[src/rtl/draw_pkg.sv]
// Shared opcodes, FSM state encoding and command-word field helpers for the span engine.
// Latency: n/a (definitions only).
// Backpressure: n/a (definitions only).
package draw_pkg;

    localparam logic [2:0]  OP_HSPAN  = 3'b000;
    localparam logic [2:0]  OP_RECT   = 3'b001;
    localparam logic [15:0] CMD_CLEAR = 16'hFFFF;

    typedef enum logic [2:0] {
        ST_IDLE = 3'd0,
        ST_W0   = 3'd1,
        ST_W1   = 3'd2,
        ST_W2   = 3'd3,
        ST_DRAW = 3'd4,
        ST_FILL = 3'd5
    } state_t;

    function automatic logic [2:0] word_op(input logic [15:0] w);
        return w[15:13];
    endfunction

    function automatic logic [7:0] word_x0(input logic [15:0] w);
        return w[15:8];
    endfunction

    function automatic logic [7:0] word_x1(input logic [15:0] w);
        return w[7:0];
    endfunction

    // Extract a parameter-dependent field (colour, y) from a command word.
    function automatic logic [15:0] word_field(input logic [15:0] w, input int lsb, input int width);
        logic [15:0] mask;
        mask = 16'((32'd1 << width) - 32'd1);
        return (w >> lsb) & mask;
    endfunction

    function automatic logic [7:0] clamp_x(input logic [7:0] x, input logic [7:0] x_max);
        return (x > x_max) ? x_max : x;
    endfunction

endpackage

[src/rtl/cmd_fifo.sv]
// Synchronous first-word-fall-through FIFO for command words.
// Latency: a word pushed into an empty FIFO is poppable on the next cycle.
// Backpressure: push is refused while full (full sampled before any same-cycle pop); pop ignored when empty.
//  Ports: clk, reset (sync, high); push/din write side; pop/dout read side; full, empty, count status.
module cmd_fifo #(
    parameter int WIDTH = 16,
    parameter int DEPTH = 16,
    parameter int CNT_W = $clog2(DEPTH) + 1
) (
    input  logic             clk,
    input  logic             reset,
    input  logic             push,
    input  logic [WIDTH-1:0] din,
    input  logic             pop,
    output logic [WIDTH-1:0] dout,
    output logic             full,
    output logic             empty,
    output logic [CNT_W-1:0] count
);

    localparam int PTR_W = $clog2(DEPTH);

    logic [WIDTH-1:0] mem [DEPTH];
    logic [PTR_W-1:0] wr_ptr;
    logic [PTR_W-1:0] rd_ptr;
    logic             do_push;
    logic             do_pop;

    assign full    = (count == CNT_W'(DEPTH));
    assign empty   = (count == '0);
    assign do_push = push & ~full;
    assign do_pop  = pop & ~empty;
    assign dout    = mem[rd_ptr];

    // Pointers wrap naturally because DEPTH is a power of two.
    always_ff @(posedge clk) begin
        if (reset) begin
            wr_ptr <= '0;
            rd_ptr <= '0;
            count  <= '0;
        end else begin
            if (do_push) wr_ptr <= wr_ptr + PTR_W'(1);
            if (do_pop)  rd_ptr <= rd_ptr + PTR_W'(1);
            case ({do_push, do_pop})
                2'b10:   count <= count + CNT_W'(1);
                2'b01:   count <= count - CNT_W'(1);
                default: count <= count;
            endcase
        end
    end

    always_ff @(posedge clk) begin
        if (do_push) mem[wr_ptr] <= din;
    end

endmodule

[src/rtl/draw_span_engine.sv]
// Decodes queued span/rect/clear commands and rasterises them into framebuffer pixel writes.
// Latency: first fb_we one cycle after the command's last word is popped; then 1 pixel/clk.
// Backpressure: fb_we/fb_addr/fb_data hold while fb_ready=0; command FIFO full drops pushes (sticky overflow).
//  Ports: clk, reset (sync, high); we/dataIn/full/overflow command side; err pulse, busy status;
//         fb_ready/fb_we/fb_addr/fb_data framebuffer write port.
module draw_span_engine
    import draw_pkg::*;
#(
    parameter int H_RES      = 160,
    parameter int V_RES      = 120,
    parameter int COLOR_W    = 3,
    parameter int FIFO_DEPTH = 16,
    // Derived widths; leave at their defaults.
    parameter int Y_W        = $clog2(V_RES),
    parameter int ADDR_W     = $clog2(H_RES * V_RES)
) (
    input  logic               clk,
    input  logic               reset,
    input  logic               we,
    input  logic [15:0]        dataIn,
    output logic               full,
    output logic               overflow,
    output logic               err,
    output logic               busy,
    input  logic               fb_ready,
    output logic               fb_we,
    output logic [ADDR_W-1:0]  fb_addr,
    output logic [COLOR_W-1:0] fb_data
);

    localparam int               CNT_W     = $clog2(FIFO_DEPTH) + 1;
    localparam logic [7:0]       X_MAX     = 8'(H_RES - 1);
    localparam logic [ADDR_W-1:0] ROW_STEP = ADDR_W'(H_RES);
    localparam logic [ADDR_W-1:0] LAST_ADDR = ADDR_W'(H_RES * V_RES - 1);

    // Command FIFO
    logic [15:0]      word;
    logic             fifo_empty;
    logic [CNT_W-1:0] fifo_count;
    logic             pop;

    cmd_fifo #(
        .WIDTH (16),
        .DEPTH (FIFO_DEPTH)
    ) u_fifo (
        .clk   (clk),
        .reset (reset),
        .push  (we),
        .din   (dataIn),
        .pop   (pop),
        .dout  (word),
        .full  (full),
        .empty (fifo_empty),
        .count (fifo_count)
    );

    // Head-word decode
    logic [2:0]         w_op;
    logic [COLOR_W-1:0] w_col;
    logic [Y_W-1:0]     w_y;

    assign w_op  = word_op(word);
    assign w_col = COLOR_W'(word_field(word, Y_W, COLOR_W));
    assign w_y   = Y_W'(word_field(word, 0, Y_W));

    // State and registers
    state_t             state;
    state_t             next_state;
    logic               rect_r;
    logic [COLOR_W-1:0] col_r;
    logic [Y_W-1:0]     y0_r;
    logic [7:0]         x0_r;
    logic [7:0]         x1_r;
    logic [7:0]         x_cur;
    logic [7:0]         x_lo;
    logic [7:0]         x_hi;
    logic [Y_W-1:0]     y_cur;
    logic [Y_W-1:0]     y_hi;
    logic [ADDR_W-1:0]  row_base;

    // Setup path: normalise the command once, when its last word is popped.
    // HSPAN finishes in W1 (x from the head word); RECT finishes in W2 (x from registers, y1 from head).
    logic [7:0]        sx0, sx1, cx0, cx1, set_xlo, set_xhi;
    logic [Y_W-1:0]    sy1, set_ylo, set_yhi;
    logic              y_bad;
    logic [ADDR_W-1:0] set_row;

    always_comb begin
        sx0     = (state == ST_W1) ? word_x0(word) : x0_r;
        sx1     = (state == ST_W1) ? word_x1(word) : x1_r;
        sy1     = (state == ST_W2) ? w_y : y0_r;
        cx0     = clamp_x(sx0, X_MAX);
        cx1     = clamp_x(sx1, X_MAX);
        set_xlo = (cx0 > cx1) ? cx1 : cx0;
        set_xhi = (cx0 > cx1) ? cx0 : cx1;
        set_ylo = (y0_r > sy1) ? sy1 : y0_r;
        set_yhi = (y0_r > sy1) ? y0_r : sy1;
        // Extra bit so V_RES == 2**Y_W still compares correctly.
        y_bad   = ({1'b0, set_yhi} >= (Y_W + 1)'(V_RES));
        // Single per-command multiply; the pixel loop itself only adds.
        set_row = ADDR_W'(set_ylo) * ROW_STEP;
    end

    // FSM
    logic step;
    logic last_pix;
    logic fill_last;
    logic load_draw;
    logic load_fill;
    logic err_set;

    assign step      = fb_we & fb_ready;
    assign last_pix  = (x_cur == x_hi) && (y_cur == y_hi);
    assign fill_last = (fb_addr == LAST_ADDR);

    always_ff @(posedge clk) begin
        if (reset) state <= ST_IDLE;
        else       state <= next_state;
    end

    always_comb begin
        next_state = state;
        pop        = 1'b0;
        load_draw  = 1'b0;
        load_fill  = 1'b0;
        err_set    = 1'b0;
        case (state)
            ST_IDLE: begin
                if (!fifo_empty) next_state = ST_W0;
            end
            ST_W0: begin
                if (!fifo_empty) begin
                    pop = 1'b1;
                    if (word == CMD_CLEAR) begin
                        load_fill  = 1'b1;
                        next_state = ST_FILL;
                    end else if (w_op == OP_HSPAN || w_op == OP_RECT) begin
                        next_state = ST_W1;
                    end else begin
                        err_set    = 1'b1;
                        next_state = ST_IDLE;
                    end
                end
            end
            ST_W1: begin
                if (!fifo_empty) begin
                    pop = 1'b1;
                    if (rect_r) begin
                        next_state = ST_W2;
                    end else if (y_bad) begin
                        err_set    = 1'b1;
                        next_state = ST_IDLE;
                    end else begin
                        load_draw  = 1'b1;
                        next_state = ST_DRAW;
                    end
                end
            end
            ST_W2: begin
                if (!fifo_empty) begin
                    pop = 1'b1;
                    if (y_bad) begin
                        err_set    = 1'b1;
                        next_state = ST_IDLE;
                    end else begin
                        load_draw  = 1'b1;
                        next_state = ST_DRAW;
                    end
                end
            end
            ST_DRAW: begin
                if (step && last_pix) next_state = ST_IDLE;
            end
            ST_FILL: begin
                if (step && fill_last) next_state = ST_IDLE;
            end
            default: next_state = ST_IDLE;
        endcase
    end

    assign busy = (state != ST_IDLE) || (fifo_count != '0);

    // Datapath
    always_ff @(posedge clk) begin
        if (reset) begin
            overflow <= 1'b0;
            err      <= 1'b0;
            rect_r   <= 1'b0;
            col_r    <= '0;
            y0_r     <= '0;
            x0_r     <= '0;
            x1_r     <= '0;
            x_cur    <= '0;
            x_lo     <= '0;
            x_hi     <= '0;
            y_cur    <= '0;
            y_hi     <= '0;
            row_base <= '0;
            fb_we    <= 1'b0;
            fb_addr  <= '0;
            fb_data  <= '0;
        end else begin
            overflow <= overflow | (we & full);
            err      <= err_set;

            if (state == ST_W0 && pop) begin
                rect_r <= (w_op == OP_RECT);
                col_r  <= w_col;
                y0_r   <= w_y;
            end
            if (state == ST_W1 && pop) begin
                x0_r <= word_x0(word);
                x1_r <= word_x1(word);
            end

            if (load_draw) begin
                fb_we    <= 1'b1;
                fb_addr  <= set_row + ADDR_W'(set_xlo);
                fb_data  <= col_r;
                row_base <= set_row;
                x_cur    <= set_xlo;
                x_lo     <= set_xlo;
                x_hi     <= set_xhi;
                y_cur    <= set_ylo;
                y_hi     <= set_yhi;
            end else if (load_fill) begin
                fb_we   <= 1'b1;
                fb_addr <= '0;
                fb_data <= '0;
            end else if (step) begin
                if (state == ST_FILL) begin
                    if (fill_last) fb_we <= 1'b0;
                    else           fb_addr <= fb_addr + ADDR_W'(1);
                end else if (x_cur != x_hi) begin
                    x_cur   <= x_cur + 8'd1;
                    fb_addr <= fb_addr + ADDR_W'(1);
                end else if (y_cur != y_hi) begin
                    y_cur    <= y_cur + Y_W'(1);
                    x_cur    <= x_lo;
                    row_base <= row_base + ROW_STEP;
                    fb_addr  <= row_base + ROW_STEP + ADDR_W'(x_lo);
                end else begin
                    fb_we <= 1'b0;
                end
            end
        end
    end

endmodule
[config.mk]
export PLATFORM = sky130hd
export DESIGN_NAME = draw_span_engine
export DESIGN_NICKNAME = d
export VERILOG_FILES = /design/src/rtl/draw_pkg.sv /design/src/rtl/cmd_fifo.sv /design/src/rtl/draw_span_engine.sv
export SDC_FILE = /design/constraint.sdc
export NUM_CORES = 1
export LEC_CHECK = 0
export CELL_PAD_IN_SITES_DETAIL_PLACEMENT = 1
export CELL_PAD_IN_SITES_GLOBAL_PLACEMENT = 1
export CORE_ASPECT_RATIO = 0.9
export CORE_UTILIZATION = 50
export CTS_CLUSTER_SIZE = 25
export DETAILED_ROUTE_END_ITERATION = 10
export GPL_ROUTABILITY_DRIVEN = 0
export PLACE_DENSITY = 0.87
export SYNTH_ARGS = -nofsm -noshare
export SYNTH_HDL_FRONTEND = slang
export SYNTH_HIERARCHICAL = 1
export SYNTH_SLANG_ARGS = --single-unit
export TNS_END_PERCENT = 100
[constraint.sdc]
create_clock -name clk -period 6.85 [get_ports clk]
set_input_delay 2.055 -clock clk [delete_from_list [all_inputs] [get_ports clk]]
set_output_delay 2.055 -clock clk [all_outputs]
set_load 0.05 [all_outputs]
[Yosys cells after proc, flatten, opt, wreduce, memory -nomap -nowiden]
Memories as Yosys holds them, arrays and structs flattened. A register that Yosys moved wholly into a read port is not among the register bits.
Index checks and enable logic that the tools add are counted.
Word-level totals
  memories: 1
  output and inout bits: 23
  bits in registers: 117
  memory bits (writable): 256
  logic and storage cells: 180
Memory list
  u_fifo.mem: words 16, width 16, rd ports 1, clocked after memory_dff 1, wr ports 1, RTL line cmd_fifo.sv:23  | logic [WIDTH-1:0] mem [DEPTH];
Operators by class
  multipliers: 1
  order comparisons: 5
  bitwise operators: 10
  equality and inequality tests: 28
  mux-type cells: 77
  reductions and logical operators: 27
  $add $sub $neg: 10
Operators by type and width (number)
  2-to-1 mux 15 bit: 13
  2-to-1 mux 8 bit: 12
  2-to-1 mux 7 bit: 9
  2-to-1 mux 3 bit: 11
  adder 15 x 8 -> 15 bit: 2
  2-to-1 mux 1 bit: 25
  inequality test 2 bit, second input constant: 9
  one-hot mux 3 bit (6 select lines): 1
  equality test 16 bit, second input constant: 1
  greater-than comparator 8 bit, second input constant: 2
  inequality test 4 bit, second input constant: 4
  adder 15 x 1 -> 15 bit, second input constant: 1
  adder 15 x 8 -> 15 bit, second input constant: 1
  equality test 15 bit, second input constant: 1
  multiplier 7 x 3 -> 10 bit, second input constant: 1
  one-hot mux 5 bit (2 select lines): 1
  AND reduction 5 bit: 2
  nonzero test 5 bit: 2
  nonzero test 3 bit: 3
  adder 4 x 1 -> 4 bit, second input constant: 2
  adder 8 x 1 -> 8 bit, second input constant: 1
  equality test 8 bit: 1
  greater-than comparator 8 bit: 1
  2-to-1 mux 4 bit: 2
  30 further kinds: 50

[Depth between registers and ports, before layout]
Gate-level depths: netlist of the first run.
  depth after elaboration: 11
  mapped depth: 27
  gate-level depth less buffers: 24

[Hierarchy]
The synthesis of the first run kept the hierarchy.
Modules (own cells, without submodules)
  cmd_fifo: cells an instance 482, seq. area each 8027.7 um^2, area each 10776.6 um^2, times used 1
  draw_span_engine: cells an instance 912, seq. area each 1981.9 um^2, area each 6834.1 um^2, times used 1

[Worst setup path before layout of the first run]
Ideal clock, no wire load.
  path type: reg2reg
  start point: register with a tool-made name
  end point: register fb_addr[13]
  arrival time: 5288 ps
  slack: 1492 ps
  stages on the path, launching flop included: 27
  buffers on the path: 2
  period minus slack after synthesis: 5358 ps
  required time: 6780 ps
  cells stage by stage: dfxtp_1 buf_6 buf_4 mux4_2 mux4_2 mux2_2 inv_1 ha_1 nand4_1 o21bai_1 a21oi_4 o22ai_2 nor2_1 mux2_2 ha_1 ha_1 inv_1 fa_1 inv_1 a21oi_1 o21bai_1 xor2_1 nand2_1 nor2_1 xnor2_1 nand2_1 a21oi_1
RTL lines
  to (signal assigned): RTL line draw_span_engine.sv:218  | fb_addr <= set_row + ADDR_W'(set_xlo);
  to (signal assigned): RTL line draw_span_engine.sv:233  | else fb_addr <= fb_addr + ADDR_W'(1);
  to (signal assigned): RTL line draw_span_engine.sv:236  | fb_addr <= fb_addr + ADDR_W'(1);
  to (decl): RTL line draw_span_engine.sv:27  | output logic [ADDR_W-1:0] fb_addr,

==> results of run 1 <==
==> sequential cells by signal (all words and copies together) (netlist names), 7 cells and up, named ones only <==
signal      cells
y_cur           7
row_base       10
x_hi            8
x0_r            8
x_lo            8
y0_r            7
x_cur           8
y_hi            7
fb_addr        15
x1_r            8
u_fifo/mem    256
==> stage by stage <==
step	worst slack (ns)	total power, uW	cells	hold WS [ns]
floorplan	1.49	3330	1394	0.432
global placement	0.624	3590	1857	0.443
CTS	0.237	5840	1930	0.459
detailed placement	0.245	3660	1857	0.450
finish	0.378	5850	1931	0.461
global route	0.0415	6030	1931	0.480
==> power groups by stage <==
| stage | clock (uW) | sequential, uW | combinational (uW) |
|---|---|---|---|
| 6_report | 2160 | 2540 | 1150 |
| 5_1_grt | 2270 | 2550 | 1220 |
| 4_1_cts | 2190 | 2540 | 1110 |
| 3_5_place_dp | 0 | 2580 | 1070 |
| 3_3_place_gp | 0 | 2580 | 1010 |
| 2_1_floorplan | 0 | 2550 | 781 |
==> metal layers <==
metal / track usage / wire length (um) / part of all wire / vias up
li1: - / - / - / 5340
met2: 0.482 / 25400 / 0.49 / 594
met4: 0.135 / 2450 / 0.047 / 2
met5: 0.00137 / 13 / 0.00025 / -
met3: 0.0423 / 3630 / 0.070 / 186
met1: 0.394 / 20600 / 0.39 / 6346
==> layout make-up <==
cell class	count	area, um^2
Fill cell	3383	14500
Sequential cell	372	10000
Multi-Input combinational cell	908	7140
Clock buffer	49	1060
Timing Repair Buffer	77	693
Tap cell	462	578
Clock inverter	24	234
Inverter	38	143
Antenna cell	1	2.50
==> what timing repair did <==
item                       CTS  global route
hold buffers                 0             0
gates resized for setup      1             3
setup endpoints to repair    3             4
==> worst reg2reg max path: cells and delay by family (launching register included) <==
family                   cells  cell delay (ns)
multiplexers                 4             2.00
adder cells (fa/ha/maj)      4             1.36
AO/OA/AOI/OAI                3             1.00
AND/OR/NAND/NOR              5             0.96
flip-flops                   1             0.65
buffers and inverters        2             0.22
XOR/XNOR                     1             0.19
==> layout by cell type (no fill, tap or decap), types with 5 or more instances in the layout <==
cell,netlist,final
o21a_1,8,8
mux4_2,54,54
mux4_1,26,26
nand4_1,11,11
a31oi_1,5,5
buf_4,10,35
a21o_1,6,6
clkinv_2,0,6
nor2b_1,6,6
or3_1,6,6
clkbuf_16,0,41
a211oi_1,9,9
clkdlybuf4s50_1,0,41
edfxtp_1,256,256
clkinv_1,0,7
o31ai_1,7,6
inv_1,37,37
ha_1,41,41
nand3b_1,5,5
xor2_1,42,42
xnor2_1,31,31
nand2_1,170,170
o21ai_0,37,36
nor4_1,11,11
and3_1,15,15
nor2_2,0,12
mux2_2,12,12
mux2i_1,22,22
dfxtp_1,116,114
a21oi_1,103,103
o211ai_1,19,19
nand2b_1,14,13
nor3_1,34,30
nand3_1,36,36
a221oi_1,5,5
clkbuf_1,35,8
nor2_1,104,92
and2_1,8,8
==> worst paths after layout <==
check / start / end
worst max-delay path: flop / fb_addr[11]
worst min-delay path: col_r[1] / col_r[1]
worst max register to register: flop / fb_addr[11]
worst min register to register: col_r[1] / col_r[1]
==> logic make-up (layout without fill, tap and decap cells) <==
kind of cell,after synthesis,in the layout,synth area share
DFF,372,372,0.568
xor gates and xnor gates,73,73,0.0363
muxes,115,115,0.129
other,0,1,0
AOI/OAI and AO/OA,238,238,0.0872
and+or+nand+nor,438,438,0.115
adders and majority gates,44,44,0.0325
buffers and inverters,114,188,0.0313
==> metrics.md, run 1 <==
| Metric | Value |
|---|---|
| Worst skew pair latency | `0.55 ns` |
| CTS Buf Count | `40` |
| Area leader, netlist | `edfxtp_1` |
| DR vias | `12,500` |
| Synth cell count leaders | `edfxtp_1 (256), nand2_1 (170), dfxtp_1 (116)` |
| Initial Util | `0.513` |
| Die H | `180 um` |
| Synth Flop Type | `edfxtp_1` |
| Core Area | `0.0344 mm^2` |
| Critical path cell sequence | `mux4_1, mux4_2, mux2i_1, inv_1, ha_1, nand4_1, a2bb2oi_1, o22ai_4, nor2_1, mux2_2, ha_1, ha_1, inv_1, fa_1, nand2b_1, nor2_1, nand2_1, xor2_1, a2111oi_2` |
| Placement Rows | `64` |
| Root buf cell | `clkbuf_16` |
| Setup Buffers After CTS | `0` |
| Grt ovf | `0` |
| Hold WC Path Type | `reg -> reg` |
| Average size of a mapped cell | `12.6 um^2` |
| Final min period | `6.47 ns` |
| Area contributors post-synth | `edfxtp_1 (44%), dfxtp_1 (13%), mux4_2 (6.9%)` |
| Register share of total power | `0.434` |
| Initial antenna violation count | `2` |
| TritonRoute pass-1 iters | `5` |
| Global-route wire length before repair | `79,400 um` |
| GRT Overall Usage | `0.297` |
| Switch Pwr | `1730 uW` |
| Post-layout util | `0.578` |
| R2r setup slk | `0.38 ns` |
| Critical setup path kind | `reg -> reg` |
| Mapped Cells | `1,394` |
| Critical Path Sink Type | `flop` |
| Clock skew | `0.0247 ns` |
| CP bufs+invs | `2` |
| Max-slew headroom | `0.160` |
| Period utilization | `0.945` |
| Hold Vio Cnt, Final | `0` |
| Clock sinks | `372` |
| Initial DRC count | `about 1,200` |
| Switching share of power | `0.295` |
| Max FO, Critical Path | `25` |
| Seq/Total Area, Yosys | `0.568` |
| Max Fclk | `155 MHz` |
| Clk buf depth | `3` |
| Worst Path Arrival | `6.91 ns` |
| Actual slew at the worst max-slew pin | `1.26 ns` |
| CTS tree | `yes` |
| Crit-path slowest cell | `dfxtp_4` |
| Leakage | `0.00678 uW` |
| Nets | `1,501` |
| Hold path depth | `2` |
| Status | `complete, no violations` |
| H-tree Lvls | `2` |
| Drt total wl | `52,100 um` |
| CP startpoint kind | `flop` |
| Maximum number of pins on one net before global-route repair | `67` |
| DR vias/cell | `6.46` |
| Synthesized Nets | `1,458` |
| I/O pins | `43` |
| MaxCap Viol Count | `0` |
| Combinational share of power | `0.196` |
| Post-synth cell types | `76` |
| DRC | `0` |
| Number of buffers added on ports | `42` |
| Yosys top cell area share | `0.437` |
| Most used cell along the critical path | `ha_1` |
| Number of synthesized flops with an enable pin | `between 200 and 300` |
| RSZ-0062 raised after global routing | `false` |
| Layout area overhead | `12.8%` |
| Fin. max-slew vios | `0` |
| Maximum vdd drop | `0.244 mV` |
| Worst endpoint required time | `7.29 ns` |
| Share of layout cells above drive strength 1 | `0.140` |
| Post-synth ARST share | `0` |
| Routed Antenna Nets | `0` |
| Post-synthesis cell area | `roughly 0.018 mm^2` |
| Setup TNS | `0 ns` |
| Worst R2R Path Depth | `19` |
| Cell Area, Placed | `about 0.019 mm^2` |
| Number of global-route vias before repair | `13,300` |
| DP HPWL | `~32,000 um` |
| PwrDens | `295 mW/mm^2` |
| P_int | `4120 uW` |
| Die Span X | `between 150 and 200 um` |
| Design area | `0.0199 mm^2` |
| Die Area | `0.0360 mm^2` |
| Clock network power share | `0.370` |
| Slowest stage delay, CP | `around 0.65 ns` |
| WL per Instance | `27.0 um` |
| CP top delay family | `multiplexers` |
| Synth Register Bits | `372` |
| Cell with the most instances after synthesis | `edfxtp_1` |
| CP Depth | `19` |
| Final Setup Violations | `0` |
| Ys Warns | `6` |
| Clock transition at path regs | `0.07 ns` |
Note: power is estimated with default switching activity, not from simulation.
==> run 2, diff against run 1 <==
- CORE_ASPECT_RATIO: 0.9 -> 1.4
- GPL_ROUTABILITY_DRIVEN: 0 -> unset
==> run 2 against run 1 <==
Compared with the run above: via count down 5.6%; highest routed layer is now met4; largest cell class unchanged; register-to-register slack better by 0.19 ns; critical path depth unchanged; fmax up 3.1%.
==> metrics.md, run 2 (synthesis results as in run 1) <==
| Metric | Value |
|---|---|
| Status | `complete, no violations` |
| Setup Buffers After CTS | `0 (unchanged)` |
| Max FO, Critical Path | `30 (+20%)` |
| WL per Instance | `24.4 um (-9.4%)` |
| Pre-CTS setup slack | `0.501 ns (+0.256 ns)` |
| Maximum number of pins on one net before global-route repair | `73 (+9.0%)` |
| Cell Area, Placed | `0.0185 mm^2 (-0.24%)` |
| Design area | `0.0196 mm^2 (-1.1%)` |
| Setup WS post-layout | `0.570 ns (+0.192 ns)` |
| Layout area overhead | `11.5%` |
| Root buf cell | `clkbuf_16` |
| Initial DRC count | `849 (-32%)` |
| Number of buffers added on ports | `42 (unchanged)` |
| Placed cells | `1,850 (-0.38%)` |
| Drt total wl | `46,700 um (-10%)` |
| H-tree Lvls | `2 (unchanged)` |
| CTS Buf Count | `36 (-10%)` |
| Routed Antenna Nets | `0 (unchanged)` |
| Initial antenna violation count | `0 (-2)` |
| Fin. max-slew vios | `0 (unchanged)` |
| CP startpoint kind | `flop` |
| Worst Path Arrival | `6.70 ns (-0.21 ns)` |
| Grt ovf | `0 (unchanged)` |
| DR vias/cell | `6.15 (-4.8%)` |
| Critical Path Sink Type | `flop` |
| DR vias | `11,800 (-5.6%)` |
| Actual slew at the worst max-slew pin | `1.09 ns (-0.163 ns)` |
| Number of flip-flops in the largest register | `256 (unchanged)` |
| PwrDens | `284 mW/mm^2 (-3.7%)` |
| Final min period | `6.28 ns (-0.192 ns)` |
| Hold WC Path Type | `reg -> reg` |
| CTS tree | `yes` |
| Hold Vio Cnt, Final | `0 (unchanged)` |
| Period utilization | `0.917 (-0.0281)` |
| Worst skew pair latency | `0.54 ns (about the same)` |
| Placement Rows | `81 (+27%)` |
| Max Fclk | `159 MHz (+3.1%)` |
| Core Area | `0.0348 mm^2 (+1.2%)` |
| Setup TNS | `0 ns (unchanged)` |
| Initial Util | `0.507 (-0.00603)` |
| Fillers | `3,424 (+1.2%)` |
| Antenna Cells | `0 (-1)` |
| DRC | `0 (unchanged)` |
| Leakage | `0.00671 uW (-1.0%)` |
| Cts hold-fix bufs | `0 (unchanged)` |
| Maximum vdd drop | `0.272 mV (+11%)` |
| Gpl congestion | `0.891` |
| Final Setup Violations | `0 (unchanged)` |
| Share of layout cells above drive strength 1 | `0.128 (-0.0121)` |
| Nets | `1,496 (-0.33%)` |
| Critical setup path kind | `reg -> reg` |
| Worst endpoint required time | `7.27 ns (-0.02 ns)` |
| Number of global-route vias before repair | `12,500 (-5.8%)` |
| Clock transition at path regs | `0.06 ns (about the same)` |
| TritonRoute pass-1 iters | `5 (unchanged)` |
| Clock skew | `0.0250 ns (+0.000319 ns)` |
| PostCTS Resize Cnt | `0 (-1)` |
| Most frequent cells in the layout | `edfxtp_1 (256), nand2_1 (170), dfxtp_1 (114), a21oi_1 (103), nor2_1 (100)` |
| Global-route wire length before repair | `72,100 um (-9.2%)` |
| MaxCap Viol Count | `0 (unchanged)` |
| RSZ-0062 raised after global routing | `false` |
| FF/Latch Area | `0.0100 mm^2 (unchanged)` |
| DP HPWL | `30,900 um (-5.0%)` |
| Die H | `224 um (+24%)` |
| I/O pins | `43 (unchanged)` |
| Clock sinks | `372 (unchanged)` |
| GRT Overall Usage | `0.265 (-0.0318)` |
| Die Span X | `161 um (-20%)` |
| Clk buf depth | `3 (unchanged)` |
| Die Area | `0.0360 mm^2 (about the same)` |
| Max-slew headroom | `0.269 (+0.109)` |
| Largest Register | `u_fifo/mem` |
| Commonest non-fill, non-tap cell in the layout | `edfxtp_1` |
| Post-layout util | `0.565 (-0.0133)` |
| Fin cells | `1,914 (-0.88%)` |
| Regs by FF count | `u_fifo/mem x256, fb_addr x15, row_base x10` |
| Multi-input combinational cell area | `0.00709 mm^2 (-0.61%)` |
## run 2: cell types whose count changed in the layout (fill, tap and decap cells not counted), sizes merged
cell	before	now
buf	36	35
bufinv	4	2
clkinv	14	11
clkinvlp	3	0
diode	1	0
inv	41	40
## run 2: worst max-delay path: stages (launching register included)
cell	delay (ns)
dfxtp_4	0.73
buf_4	0.32
mux4_1	0.58
mux4_2	0.56
o311ai_1	0.58
nand3_1	0.27
ha_1	0.39
and3_1	0.18
o21ai_0	0.09
a31oi_1	0.23
o31ai_2	0.12
o21ai_0	0.56
ha_1	0.35
a21o_1	0.16
a21oi_1	0.31
nand3b_1	0.23
xor2_1	0.19
nor3_1	0.08
a21oi_1	0.16
nor3_1	0.06
## run 2: cell type report
type / count / share of cell area
inverters: 38 / 0.00727
clock buffers: 49 / 0.0510
well taps: 456 / 0.0291
clock inverters: 15 / 0.00637
repair buffers: 76 / 0.0349
multi-input cells: 908 / 0.361
flip-flops and latches: 372 / 0.510
## run 2: final timing paths
| check | from | endpoint | slack (ns) | cells past startpoint |
|---|---|---|---|---|
| setup / recovery | flop | fb_addr[12] | 0.57 | 19 |
| hold / removal | x_hi[4] | x_hi[4] | 0.46 | 2 |
| setup reg to reg | flop | fb_addr[12] | 0.57 | 19 |
| hold reg to reg | x_hi[4] | x_hi[4] | 0.46 | 2 |
## run 2: power breakdown
part           leakage (uW)  internal, uW  switching (uW)
logic               0.00291           409             683
registers           0.00325          2460            75.0
clock network      0.000554          1100             837
## run 2: stage by stage
step | hold WS [ns] | total power (uW)
6_report | 0.463 | 5570
5_1_grt | 0.491 | 5760
4_1_cts | 0.467 | 5590
3_5_place_dp | 0.450 | 3660
3_3_place_gp | 0.439 | 3610
2_1_floorplan | 0.432 | 3330
## run 2: metal layers
metal | wire length, um | vias to the layer above | track usage
met5 | 0 | - | 0
met4 | 2100 | 0 | 0.129
met1 | 17400 | 5955 | 0.302
li1 | - | 5309 | -
met3 | 2270 | 128 | 0.0315
met2 | 25000 | 379 | 0.488
